==> config.mk <==
export PLATFORM = sky130hd
export DESIGN_NAME = resp_timer
export DESIGN_NICKNAME = d
export VERILOG_FILES = /design/src/rtl/resp_timer_pkg.sv /design/src/rtl/resp_timer_sync_fall.sv /design/src/rtl/resp_timer.sv
export SDC_FILE = /design/constraint.sdc
export NUM_CORES = 1
export LEC_CHECK = 0
export ABC_AREA = 1
export CAP_MARGIN = 20
export CORE_UTILIZATION = 55
export DETAILED_ROUTE_END_ITERATION = 6
export HOLD_SLACK_MARGIN = 0.12
export PLACE_DENSITY = 0.91
export SYNTH_ARGS = -nofsm -noshare
export SYNTH_HDL_FRONTEND = slang
export SYNTH_SLANG_ARGS = --single-unit
==> constraint.sdc <==
create_clock -name clk -period 1.75 [get_ports clk]
set_input_delay 0.2625 -clock clk [delete_from_list [all_inputs] [get_ports clk]]
set_output_delay 0.2625 -clock clk [all_outputs]
set_load 0.01 [all_outputs]
==> src/rtl/resp_timer_pkg.sv <==
// rtl/resp_timer_pkg.sv - shared state encodings and default sizing for the response timer
package resp_timer_pkg;

    typedef enum logic {
        ST_IDLE  = 1'b0,
        ST_COUNT = 1'b1
    } state_t;

    localparam int          DEF_CNT_W       = 32;
    localparam logic [31:0] DEF_TIMEOUT     = 32'd5000000;
    localparam int          DEF_SYNC_STAGES = 2;

endpackage

==> src/rtl/resp_timer_sync_fall.sv <==
// rtl/resp_timer_sync_fall.sv - async line synchroniser with registered falling-edge pulse
module resp_timer_sync_fall #(
    parameter int SYNC_STAGES = 2
) (
    input  logic clk,
    input  logic rst,
    input  logic din,
    output logic fall
);

    logic [SYNC_STAGES-1:0] sync_q;
    logic                   line_prev;
    logic                   line_sync;

    assign line_sync = sync_q[SYNC_STAGES-1];

    // Shift the line through the synchroniser; everything presets to idle-high so reset never fakes an edge.
    always_ff @(posedge clk) begin
        if (rst) begin
            sync_q    <= '1;
            line_prev <= 1'b1;
            fall      <= 1'b0;
        end else begin
            sync_q    <= {sync_q[SYNC_STAGES-2:0], din};
            line_prev <= line_sync;
            fall      <= line_prev & ~line_sync;
        end
    end

endmodule

==> src/rtl/resp_timer.sv <==
// rtl/resp_timer.sv - counts cycles from arm pulse to first start bit on the target TX line
module resp_timer
    import resp_timer_pkg::*;
#(
    parameter int               CNT_W       = DEF_CNT_W,
    parameter logic [CNT_W-1:0] TIMEOUT     = CNT_W'(DEF_TIMEOUT),
    parameter int               SYNC_STAGES = DEF_SYNC_STAGES
) (
    input  logic             clk,
    input  logic             rst,
    input  logic             start,
    input  logic             resp_din,
    output logic             busy,
    output logic [CNT_W-1:0] cycles,
    output logic             cycles_valid,
    output logic             timeout
);

    localparam logic [CNT_W-1:0] LAST_CNT = TIMEOUT - 1'b1;

    state_t           state_q;
    state_t           state_d;
    logic [CNT_W-1:0] counter;
    logic             fall;
    logic             hit;
    logic             expire;

    resp_timer_sync_fall #(
        .SYNC_STAGES (SYNC_STAGES)
    ) u_sync_fall (
        .clk  (clk),
        .rst  (rst),
        .din  (resp_din),
        .fall (fall)
    );

    // Next-state: arm from IDLE, finish on an edge (which beats the timeout in the same cycle).
    always_comb begin
        state_d = state_q;
        hit     = 1'b0;
        expire  = 1'b0;
        case (state_q)
            ST_IDLE: begin
                if (start) begin
                    state_d = ST_COUNT;
                end
            end
            ST_COUNT: begin
                if (fall) begin
                    hit     = 1'b1;
                    state_d = ST_IDLE;
                end else if (counter == LAST_CNT) begin
                    expire  = 1'b1;
                    state_d = ST_IDLE;
                end
            end
            default: state_d = ST_IDLE;
        endcase
    end

    // State, counter and result register; counter is held at zero outside COUNT so arming starts at 0.
    always_ff @(posedge clk) begin
        if (rst) begin
            state_q      <= ST_IDLE;
            counter      <= '0;
            busy         <= 1'b0;
            cycles       <= '0;
            cycles_valid <= 1'b0;
            timeout      <= 1'b0;
        end else begin
            state_q      <= state_d;
            busy         <= (state_d == ST_COUNT);
            cycles_valid <= hit | expire;
            timeout      <= expire;
            if (state_q == ST_COUNT) begin
                counter <= counter + 1'b1;
            end else begin
                counter <= '0;
            end
            if (hit) begin
                cycles <= counter;
            end else if (expire) begin
                cycles <= TIMEOUT;
            end
        end
    end

endmodule
==> summary.md, run 1 <==
| Metric | Value |
|---|---|
| Status | `complete, no violations` |
| Drt pass-1 iters | `5` |
| Critical path origin | `counter[1]` |
| Starting density of the core | `57.3%` |
| Buffers added on ports | `38` |
| CTS Buf Count | `9` |
| DR iter-0 viols | `329` |
| Arr. time, crit path | `1.90 ns` |
| Setup violators final | `0` |
| Worst Min Path Start | `u_sync_fall.line_prev` |
| Worst setup SP type | `flop` |
| WS Path Type | `reg -> reg` |
| Final Hold Viols | `0` |
| Total wire length | `7930 microns` |
| Total Routing Usage GR | `27.7%` |
| Routed len/inst | `13.8 microns` |
| Gate power share | `3.0%` |
| Inserted Diodes | `0` |
| Final hold slack | `0.414 ns` |
| Layout Nets | `501` |
| Placed Cells | `557` |
| Critical path required time | `1.98 ns` |
| Crit path max fanout | `20` |
| Peak VDD IR | `0.545 mV` |
| Die H | `77.7 microns` |
| Row count | `27` |
| Largest net degree at the start of global routing | `36` |
| Ratio of final minimum period to clock period | `95.5%` |
| Max Buffers Root-to-Sink | `2` |
| Count of cell types in the netlist | `26` |
| First-pass GRT wire length | `13,000 microns` |
| P per Cell Area | `783 mW/mm^2` |
| Post-DP Area | `0.00364 sq mm` |
| Htree depth | `3` |
| Leakage | `1.26 nW` |
| Initial antenna violation count | `0` |
| Total gr overflow | `0` |
| Area delta synth->final | `21.6%` |
| Vias in the first global route | `2,768` |
| Worst Setup End Kind | `flop` |
| Post-CTS setup buffers | `0` |
| RR Startpoint | `counter[1]` |
| Worst r2r dst | `cycles[28]` |
| P_int | `2.31 mW` |
| Max Cap Violations | `0` |
| Layer with the highest usage | `met2` |
| Switching pwr | `687 uW` |
| Post-Synthesis Cells | `451` |
| Slew headroom | `70.6%` |
| Switching Share | `22.9%` |
| Worst Hold Path Cells | `2` |
| DP HPWL | `5840 microns` |
| Vias | `3,114` |
| Slew @ Worst Pin | `0.440 ns` |
| M3 GR Usage | `5.18%` |
| Core Region | `0.00551 sq mm` |
| Clock slew at reported path FFs | `0.08 ns` |
| Grt met1 use | `36.8%` |
| Netlist Area Pre-Place | `0.00315 sq mm` |
| Seq pwr share | `54.3%` |
| DIE AREA | `0.00604 sq mm` |
| Proportion of layout cells with a drive suffix above 1 | `9.98%` |
| Die W | `77.7 microns` |
| Mapped Nets | `456` |
| Later-pin clock latency in the skew report | `0.35 ns` |
| Final Wtd Congestion | `0.977` |
| CTS Sinks | `71` |
| Post-route ant nets | `0` |
| Setup tns final | `0 ns` |
| Clock share of power | `42.7%` |
| Post-layout min period | `1.67 ns` |
| Io pins | `39` |
| Fin Clk Skew | `0.00828 ns` |
| Clock Tree Root | `clkbuf_8` |
| Post-synthesis sequential area ratio | `45.1%` |
| Drt drc | `0` |
| FF-to-FF setup slack | `0.08 ns` |
| Min-Delay Endpoint | `u_sync_fall.fall` |
| M2 GR Usage | `44.2%` |
| F_max | `598 MHz` |
| Mapped Avg Cell Area | `6.99 sq um` |
| Fin util | `69.6%` |
| Worst R2R Path Depth | `9` |
| HP Class | `reg -> reg` |
| Finished Layout Cells | `573` |
| Vias per inst | `5.43` |
| FF+latch count, synth | `71` |
| Synth Warn # | `0` |
| CTS tree | `done` |
| Fin area | `0.00383 sq mm` |
| Slew Viols, Final | `0` |
stage by stage:
step / power [mW] / setup slack [ns]
after global placement: 1.75 / 0.200
after detailed placement: 1.76 / 0.126
final: 3.00 / 0.0782
after CTS: 3.01 / 0.0849
after floorplan: 1.72 / 0.282
after global routing: 3.09 / -0.0155
per-layer routing:
metal | vias to the layer above | wire (microns)
met4 | 0 | 183
li1 | 1543 | -
met3 | 20 | 535
met1 | 1435 | 3550
met5 | - | 0
met2 | 116 | 3660
worst max-delay path by stage:
stage | cells after the start | endpoint
final | 9 | cycles[28]
after global routing | 9 | cycles[16]
after CTS | 9 | cycles[17]
after detailed placement | 9 | cycles[17]
after global placement | 7 | counter[31]
after floorplan | 9 | cycles[2]
power by group through the flow:
stage / combinational (mW) / clock [mW] / sequential [mW]
final: 0.0912 / 1.28 / 1.63
after floorplan: 0.0480 / 0 / 1.67
after global routing: 0.0997 / 1.36 / 1.63
after detailed placement: 0.0897 / 0 / 1.67
after CTS: 0.0906 / 1.29 / 1.63
after global placement: 0.0870 / 0 / 1.67
synth_stat cells:
library cell	number	area, sq um
buf_2	2	10.0
nor2_1	50	188
inv_2	4	15.0
nand2_2	4	25.0
or2_2	3	18.8
dfxtp_1	71	1420
o21a_1	1	7.51
xor2_1	3	26.3
nor2_2	4	25.0
nand4_1	5	31.3
nand2_1	108	405
clkbuf_1	12	45.0
nor2_4	3	33.8
o21ai_0	14	70.1
a21oi_1	58	290
o21ai_1	4	20.0
nand2_4	1	11.3
nand3b_1	2	15.0
inv_1	43	161
nand3_1	41	205
buf_6	1	11.3
nor3_2	2	20.0
ha_1	1	12.5
nand3_2	3	30.0
clkinv_1	1	3.75
nor3_1	10	50.1
repair_timing:
item | in CTS | in global routing
hold buffers | 0 | 0
gates resized for setup | 0 | 1
endpoints found under the setup margin | 0 | 17
cells in the final DEF, fill, tap and decap left out, drive strengths merged:
| cell | netlist | final |
|---|---|---|
| nand3 | 44 | 44 |
| bufinv | 0 | 1 |
| xor2 | 3 | 3 |
| ha | 1 | 1 |
| o21ai | 18 | 18 |
| or2 | 3 | 3 |
| nand3b | 2 | 2 |
| dfxtp | 71 | 71 |
| buf | 3 | 11 |
| clkinvlp | 0 | 1 |
| clkdlybuf4s50 | 0 | 38 |
| nand4 | 5 | 5 |
| nand2 | 113 | 113 |
| clkinv | 1 | 5 |
| nor2 | 57 | 57 |
| a21oi | 58 | 58 |
| clkbuf | 12 | 10 |
| inv | 47 | 47 |
| o21a | 1 | 1 |
| nor3 | 12 | 12 |
final cells by class:
class | instances | area (sq um)
Clock buffer | 10 | 128
Clock inverter | 6 | 61.3
Fill cell | 449 | 1670
Inverter | 48 | 180
Multi-Input combinational cell | 317 | 1490
Sequential cell | 71 | 1420
Tap cell | 72 | 90.1
Timing Repair Buffer | 49 | 463
worst max-delay path, stage by stage (launching register included):
cell	delay [ns]
dfxtp_1	0.37
ha_1	0.22
nand2_2	0.09
nor2_4	0.12
nand3_2	0.12
nor2_4	0.16
nand3_2	0.08
buf_4	0.22
nand3_1	0.10
a21oi_1	0.06
logic make-up after synthesis:
kind of cell               count (synthesis)  synth area share [%]
xor gates and xnor gates                   3                 0.833
and+or+nand+nor                          236                  33.6
DFF                                       71                  45.1
AOI/OAI and AO/OA                         77                  12.3
adders and majority gates                  1                 0.397
buffers and inverters                     63                  7.82
state kept, by name (all words and copies together), names as in the netlist:
signal / cells
u_sync_fall.line_prev: 1
counter: 32
cycles_valid: 1
cycles: 32
u_sync_fall.fall: 1
state_q: 1
u_sync_fall.sync_q: 2
timeout: 1
Note: power is estimated with default switching activity, not from simulation.
==> run 2, diff against run 1 <==
- CORE_MARGIN: default -> 4
- SYNTH_HIERARCHICAL: default -> 1
==> summary.md, run 2 <==
| Metric | Value |
|---|---|
| Inserted Diodes | `0` |
| Fin area | `0.00392 sq mm` |
| Hold Buf Count CTS | `0` |
| Largest regs | `counter x32, cycles x32, u_sync_fall/sync_q x2` |
| Io pins | `39` |
| Slowest-stage cell, CP | `dfxtp_1` |
| Slew headroom | `74.6%` |
| DIE AREA | `0.00698 sq mm` |
| Timing endpoint of the critical path | `counter[13]` |
| Total Routing Usage GR | `25.9%` |
| Starting density of the core | `57.0%` |
| First-pass GRT wire length | `14,500 microns` |
| Fin Clk Skew | `0.00963 ns` |
| Top_reg_cell synth | `dfxtp_1` |
| Critical path required time | `2.02 ns` |
| Htree depth | `3` |
| Post-layout min period | `1.62 ns` |
| Mapped Nets | `450` |
| Synth top area cells | `dfxtp_1 (45%), nand2_1 (13%), a21oi_1 (8.5%)` |
| WS Path Type | `reg -> reg` |
| Status | `complete, no violations` |
| Commonest non-fill, non-tap cell in the layout | `nand2_1` |
| Netlist Area Pre-Place | `0.00314 sq mm` |
| Crit path max fanout | `4` |
| DR iter-0 viols | `198` |
| Layout Nets | `505` |
| Clock Tree Root | `clkbuf_8` |
| Peak VDD IR | `0.686 mV` |
| HP Class | `reg -> reg` |
| Post-DP Area | `0.00373 sq mm` |
| Total wire length | `8420 microns` |
| Post-CTS setup buffers | `0` |
| Clock slew at reported path FFs | `0.08 ns` |
| Crit path cell chain | `inv_1 -> buf_4 -> nor3_1 -> nand2_1 -> nor2_1 -> nand2_1 -> a21oi_1` |
| Buffers added on ports | `38` |
| FF-to-FF setup slack | `0.13 ns` |
| Post-synth top area share | `45.3%` |
| Row count | `27` |
| RR Startpoint | `counter[6]` |
| Drt pass-1 iters | `5` |
| Die W | `83.5 microns` |
| Mapped Avg Cell Area | `7.05 sq um` |
| Core Region | `0.00551 sq mm` |
| Top post-synthesis cells by count | `nand2_1 (109), dfxtp_1 (71), nor2_1 (55)` |
| Worst setup SP type | `flop` |
| Setup violators final | `0` |
| Overall Power | `3.02 mW` |
| Max Cap Violations | `0` |
| Largest net degree at the start of global routing | `40` |
| Ratio of final minimum period to clock period | `92.6%` |
| CTS tree | `done` |
| Most frequent CP cell | `nand2_1` |
| Asr flop ratio synth | `0%` |
| Worst Setup End Kind | `flop` |
| Post-route ant nets | `0` |
| Slew Viols, Final | `0` |
| Worst R2R Path Depth | `7` |
| Cell with the most instances after synthesis | `nand2_1` |
| Synth Warn # | `6` |
| Leakage | `1.32 nW` |
| CTS Sinks | `71` |
| Die H | `83.5 microns` |
| Routed len/inst | `14.6 microns` |
| Unrepaired setup endpoints after global routing | `false` |
| Proportion of layout cells with a drive suffix above 1 | `9.70%` |
| CTS Buf Count | `9` |
| Worst r2r dst | `counter[13]` |
| Initial antenna violation count | `0` |
| Setup tns final | `0 ns` |
| Later-pin clock latency in the skew report | `0.35 ns` |
| Most frequent cells in the layout | `nand2_1 (109), dfxtp_1 (70), nor2_1 (55)` |
| Critical path origin | `counter[6]` |
| DP HPWL | `6380 microns` |
| Post-Synthesis Cells | `445` |
| P per Cell Area | `769 mW/mm^2` |
| Final Hold Viols | `0` |
| Drt drc | `0` |
| Arr. time, crit path | `1.89 ns` |
| Post-synth EDFFs | `0` |
| FF+latch count, synth | `71` |
| F_max | `617 MHz` |
| Vias per inst | `5.46` |
| Final Wtd Congestion | `0.929` |
| Area leader, netlist | `dfxtp_1` |
| Count of cell types in the netlist | `25` |
| Area delta synth->final | `25.0%` |
| Cts repair resizes | `0` |
| Slew @ Worst Pin | `0.380 ns` |
| Max Buffers Root-to-Sink | `2` |
| Total gr overflow | `0` |
| Vias in the first global route | `3,029` |
| Vias | `3,148` |
| Post-synthesis sequential area ratio | `45.3%` |
| Critical path's largest stage delay | `0.38 ns` |
## run 2: changes by cell type in the layout (fill, tap and decap cells not counted), moves of 4 or more
cell / delta
a21oi_1: -5
buf_4: +6
inv_2: -4
nand3_1: -4
nor2_1: +5
o21ai_0: +4
o21ai_1: -4
## run 2: power breakdown
group          internal, mW  switching (mW)
clock                 0.691           0.599
combinational        0.0401          0.0577
sequential             1.62         0.00464
total                  2.36           0.661
## run 2: per-layer routing
layer	wire [microns]	up-vias	GRT usage, %
met1	3820	1474	33.4
met3	486	16	5.73
met4	134	0	9.06
met5	0	-	0
met2	3980	108	42.7
li1	-	1550	-
## run 2: worst min path at each step
stage / startpoint / depth (start not counted) / end / slack [ns]
final: u_sync_fall/sync_q[0] / 1 / u_sync_fall/sync_q[1] / 0.40
after detailed placement: u_sync_fall/sync_q[0] / 1 / u_sync_fall/sync_q[1] / 0.39
after global routing: u_sync_fall/sync_q[0] / 1 / u_sync_fall/sync_q[1] / 0.43
after CTS: u_sync_fall/sync_q[0] / 1 / u_sync_fall/sync_q[1] / 0.41
after global placement: u_sync_fall/sync_q[0] / 1 / u_sync_fall/sync_q[1] / 0.39
after floorplan: rst / 1 / u_sync_fall/fall / 0.33
## run 2: cell type report
cell class / instances / area (sq um)
tap: 72 / 90.1
clock buffer: 12 / 145
inverter: 43 / 161
timing repair buffer: 58 / 568
sequential: 71 / 1420
multi-input combinational: 317 / 1490
fill: 470 / 1590
clock inverter: 4 / 45.0
## run 2: metrics by stage
stage	cells	utilization (%)	hold slack, ns	worst slack, ns
after CTS	577	71.1	0.410	0.109
after global routing	577	71.2	0.431	0.00128
after detailed placement	561	67.7	0.393	0.115
after global placement	561	67.7	0.388	0.175
after floorplan	445	-	0.334	0.200
final	577	71.2	0.405	0.130
## run 2: worst max-delay path: cells and delay by family (launching register included)
kind                   cells  cell delay, ns
AO/OA/AOI/OAI              1            0.17
buffers and inverters      2            0.24
flip-flops                 1            0.38
AND/OR/NAND/NOR            4            0.76
## run 2: kinds of logic (layout without fill, tap and decap cells)
group                      after synthesis  count (layout)  share of synthesized area [%]
AOI/OAI and AO/OA                       77              77                           12.8
xor gates and xnor gates                 4               4                           1.12
adders and majority gates                1               1                          0.399
buffers and inverters                   57             117                           7.34
DFF                                     71              71                           45.3
and+or+nand+nor                        235             235                           33.0
